File: src/rtl/alarm_sequencer.sv
// rtl/alarm_sequencer.sv - vehicle anti-theft alarm sequencer: arm, entry and siren timing
// One FSM plus one shared down-counter; every output is registered from next state/count.
module alarm_sequencer #(
  parameter int CNT_W   = 4,
  parameter int T_ARM   = 4,
  parameter int T_ENTRY = 6,
  parameter int T_ALARM = 8
) (
  input  logic             clock,
  input  logic             reset,
  input  logic             door,
  input  logic             ignicao,
  output logic             alarme,
  output logic [CNT_W-1:0] count,
  output logic             armed,
  output logic [2:0]       state
);

  typedef enum logic [2:0] {
    S_DISARMED = 3'd0,
    S_ARM_WAIT = 3'd1,
    S_ARMED    = 3'd2,
    S_ENTRY    = 3'd3,
    S_ALARM    = 3'd4
  } state_t;

  localparam logic [CNT_W-1:0] ARM_LD   = CNT_W'(T_ARM);
  localparam logic [CNT_W-1:0] ENTRY_LD = CNT_W'(T_ENTRY);
  localparam logic [CNT_W-1:0] ALARM_LD = CNT_W'(T_ALARM);
  localparam logic [CNT_W-1:0] ONE      = CNT_W'(1);
  localparam logic [CNT_W-1:0] ZERO     = '0;

  state_t           cur, nxt;
  logic [CNT_W-1:0] cnt_nxt;

  always_comb begin
    nxt     = S_DISARMED;
    cnt_nxt = ZERO;
    // Ignition wins over every other input in every state.
    if (!ignicao) begin
      case (cur)
        S_DISARMED: begin
          if (!door) begin
            nxt     = S_ARM_WAIT;
            cnt_nxt = ARM_LD;
          end
        end
        S_ARM_WAIT: begin
          if (door) begin
            nxt     = S_ARM_WAIT;
            cnt_nxt = ARM_LD;
          end else if (count == ONE) begin
            nxt     = S_ARMED;
          end else begin
            nxt     = S_ARM_WAIT;
            cnt_nxt = count - ONE;
          end
        end
        S_ARMED: begin
          if (door) begin
            nxt     = S_ENTRY;
            cnt_nxt = ENTRY_LD;
          end else begin
            nxt     = S_ARMED;
          end
        end
        S_ENTRY: begin
          if (count == ONE) begin
            nxt     = S_ALARM;
            cnt_nxt = ALARM_LD;
          end else begin
            nxt     = S_ENTRY;
            cnt_nxt = count - ONE;
          end
        end
        S_ALARM: begin
          // An open door at the end of a burst starts another burst.
          if (count == ONE && door) begin
            nxt     = S_ALARM;
            cnt_nxt = ALARM_LD;
          end else if (count == ONE) begin
            nxt     = S_ARMED;
          end else begin
            nxt     = S_ALARM;
            cnt_nxt = count - ONE;
          end
        end
        default: begin
          nxt     = S_DISARMED;
          cnt_nxt = ZERO;
        end
      endcase
    end
  end

  always_ff @(posedge clock) begin
    if (!reset) begin
      cur    <= S_DISARMED;
      count  <= ZERO;
      alarme <= 1'b0;
      armed  <= 1'b0;
    end else begin
      cur    <= nxt;
      count  <= cnt_nxt;
      alarme <= (nxt == S_ALARM);
      armed  <= (nxt == S_ARMED) || (nxt == S_ENTRY) || (nxt == S_ALARM);
    end
  end

  assign state = cur;

endmodule

File: config.mk
export PLATFORM = sky130hd
export DESIGN_NAME = alarm_sequencer
export DESIGN_NICKNAME = d
export VERILOG_FILES = /design/src/rtl/alarm_sequencer.sv
export SDC_FILE = /design/constraint.sdc
export NUM_CORES = 1
export LEC_CHECK = 0
export ABC_AREA = 0
export BUFFER_PORTS_ARGS = -buffer_cell sky130_fd_sc_hd__buf_4
export CORE_AREA = 3 3 40 42
export CTS_CLUSTER_DIAMETER = 120
export DETAILED_ROUTE_END_ITERATION = 8
export DIE_AREA = 0 0 43 45
export PLACE_DENSITY = 0.7
export SLEW_MARGIN = 20
export SYNTH_ARGS = -nofsm -noshare
export SYNTH_HDL_FRONTEND = slang
export SYNTH_SLANG_ARGS = --single-unit
File: constraint.sdc
create_clock -name clock -period 3.2 [get_ports clock]
set_clock_uncertainty 0.15 [all_clocks]
set_input_delay 0.64 -clock clock [delete_from_list [all_inputs] [get_ports clock]]
set_output_delay 0.64 -clock clock [all_outputs]
set_load 0.02 [all_outputs]
==> run metrics <==
Post-Synth Simple-Gate Area=0.224; Int Power=174 uW; Die Wd=around 43 um; first-pass iteration count of the detailed router=4; final hold viol count=0; CTS max path bufs=2; Rows=13; final worst-path cycle share=0.577; Num CTS Buffers=3; Hold Path Origin=count[0]$_SDFF_PP0_; #FFs+latches synth=9; clock sink total=9; Overflow after GRT=0; critical path, cell by cell=buf_4; Post-Synthesis Cells=57; Detailed Place HPWL=just over 800 um; status=complete, no violations; worst relative slew slack=0.717; Max Cap Violations=0; Ports=13; Vias/cell=roughly 5.5; Met3 Routed Length=~90 um; Tmin final=~1800 ps; largest net degree at the start of global routing=13; first-pass GRT wire length=about 1900 um; Psw=around 55 uW; Syn-to-layout area delta=24.8%; Seq pwr share=0.518; Buffers on Ports=12; Worst Tran Pin Value=424 ps; Gate power share=0.117; VDD IR-drop max=~150 uV; fmax=between 500 and 600 MHz; compound-gate portion of the synthesized area=0.253; Sw Share=0.241; all-layer global routing usage=0.133; drc violations=0; hold_buf cts=0; mux share of post-synthesis cell area=0; syn avg cell area=9.02 um2; fraction of layout instances using a drive strength above 1=0.319; crit start category=register; Crit path buffers/inverters=1; Starting Density=0.400; RSZ-0062 raised after global routing=no; total die area=between 0.0015 and 0.002 mm2; die span in y=approximately 45 um; register area share after synthesis=0.350; core box area=about 0.0013 mm2; Final Setup Violations=0; Tot Pwr=about 230 uW; Clock Latency Late Sink=about 250 ps; clk root buf=clkbuf_4; WL final=~1100 um; xor and xnor area share after synthesis=0.0511; Mapped Nets=63; post-route insts no fill=87; Via Count=around 480; Final nets=79; main combinational cell family by area after synthesis=compound AO/OA/AOI/OAI gates; metal2 WL=461 um; required time worst endpoint=2410 ps; register-to-register setup slack=1550 ps; vias in the first global route=439; Hold Crit Class=register to register; initial antenna violation count=0; CTS tree=done; clock power share=0.365; Yosys warning total=0; Crit-path slowest cell=dfxtp_1; Setup Crit Path Kind=register to primary output; family with the most delay on the worst path=flip-flops; Synth Area in Adders=0.0487; Post-DRT Antenna Nets=0; Power Density=~360 mW/mm2; worst stage delay on the critical path=580 ps; Iter 0 DRT Violations=5; Final GP Congestion=between 0.7 and 0.8; Post-Place Cells=83; crit path DAT=around 1100 ps; H-tree level count=1; Worst Path Max Fanout=12; r2r startpoint=count[0]$_SDFF_PP0_; Leak=about 0.00026 uW; postcts setup bufs=0; drt wl/cell=12.1 um; Sum Neg Setup Slack=0 ps; Ant. Diodes=0; post-CTS sizing=0; final count of pins violating max slew=0; beginning of the critical path=state[0]$_SDFF_PN0_; Max Used Layer=met4; Mapped Area=514 um2; Clock Pin Slew Worst Setup and Hold Paths=about 60 ps; Unique masters post-synth=28; Met1 Routed Length=about 490 um; crit end category=primary output
## power by group through the flow
stage	clock [uW]	combinational, uW	sequential (uW)
after global placement	0	26.6	121
after floorplan	0	16.1	122
after detailed placement	0	26.7	122
final	83.9	26.8	119
after global routing	93.9	29.6	120
after CTS	86.5	26.9	119
## final cells by class
class | instances | area (um2)
fillers | 133 | 643
multi-input cells | 39 | 297
flip-flops and latches | 9 | 180
repair buffers | 12 | 90.1
inverters | 8 | 30.0
clock buffers | 4 | 26.3
well taps | 15 | 18.8
## flip-flops by register name, indices dropped and copies added (netlist names)
signal	flops
alarme	1
armed	1
count	4
state	3
## synthesized netlist by cell type
| cell type | count | share of area |
|---|---|---|
| a41oi_1 | 1 | 0.017 |
| nand2_1 | 3 | 0.022 |
| o22ai_1 | 1 | 0.012 |
| dfxtp_1 | 9 | 0.35 |
| o2111ai_1 | 1 | 0.017 |
| o21ai_2 | 1 | 0.017 |
| nand3_1 | 1 | 0.0097 |
| o21bai_1 | 1 | 0.015 |
| inv_1 | 8 | 0.058 |
| and3b_2 | 1 | 0.019 |
| nand3_2 | 1 | 0.019 |
| buf_4 | 1 | 0.015 |
| or3b_4 | 1 | 0.022 |
| nor4b_1 | 1 | 0.017 |
| nand2b_1 | 1 | 0.012 |
| a31oi_1 | 1 | 0.012 |
| a21oi_1 | 8 | 0.078 |
| nor4_1 | 1 | 0.012 |
| xor2_1 | 3 | 0.051 |
| a2111oi_2 | 1 | 0.029 |
| ha_1 | 2 | 0.049 |
| nand4_1 | 1 | 0.012 |
| nor3b_2 | 2 | 0.049 |
| o211ai_1 | 2 | 0.029 |
| a211o_1 | 1 | 0.017 |
| and2b_4 | 1 | 0.019 |
| nor3_1 | 1 | 0.0097 |
| o21ai_1 | 1 | 0.0097 |
## metal layers
| metal | vias to the layer above | global-route usage |
|---|---|---|
| met3 | 4 | 0.0637 |
| met1 | 213 | 0.167 |
| li1 | 240 | - |
| met4 | 0 | 0.0723 |
| met5 | - | 0 |
| met2 | 20 | 0.189 |
## path summary, 6_finish.rpt
kind / to / depth (start not counted)
max: state[0] / 1
max reg2reg: armed$_SDFF_PN0_ / 4
min reg2reg: count[0]$_SDFF_PP0_ / 1
min: count[0]$_SDFF_PP0_ / 1
## per-stage QoR
step / instance area [um2] / util / hold slack (ps) / worst slack (ps)
final: 642 / 0.500 / 407 / 1350
after detailed placement: 616 / 0.479 / 407 / 1550
after floorplan: 514 / - / 483 / 1520
after global placement: 616 / 0.479 / 363 / 1600
after global routing: 642 / 0.500 / 455 / 1280
after CTS: 642 / 0.500 / 415 / 1340
## cells in the final DEF (no fill, tap or decap), types with 2 or more instances in the layout
cell type and count:
inv_1 8, clkbuf_4 3, xor2_1 3, buf_4 12, o211ai_1 2, nand2_1 3, dfxtp_1 9, ha_1 2
nor3b_2 2, a21oi_1 8
## logic make-up (layout without fill, tap and decap cells)
kind of cell / count (synthesis) / count (layout)
buffers and inverters: 9 / 24
and+or+nand+nor: 15 / 15
DFF: 9 / 9
AOI/OAI and AO/OA: 19 / 19
xor gates and xnor gates: 3 / 3
adders and majority gates: 2 / 2
Note: power is estimated with default switching activity, not from simulation.
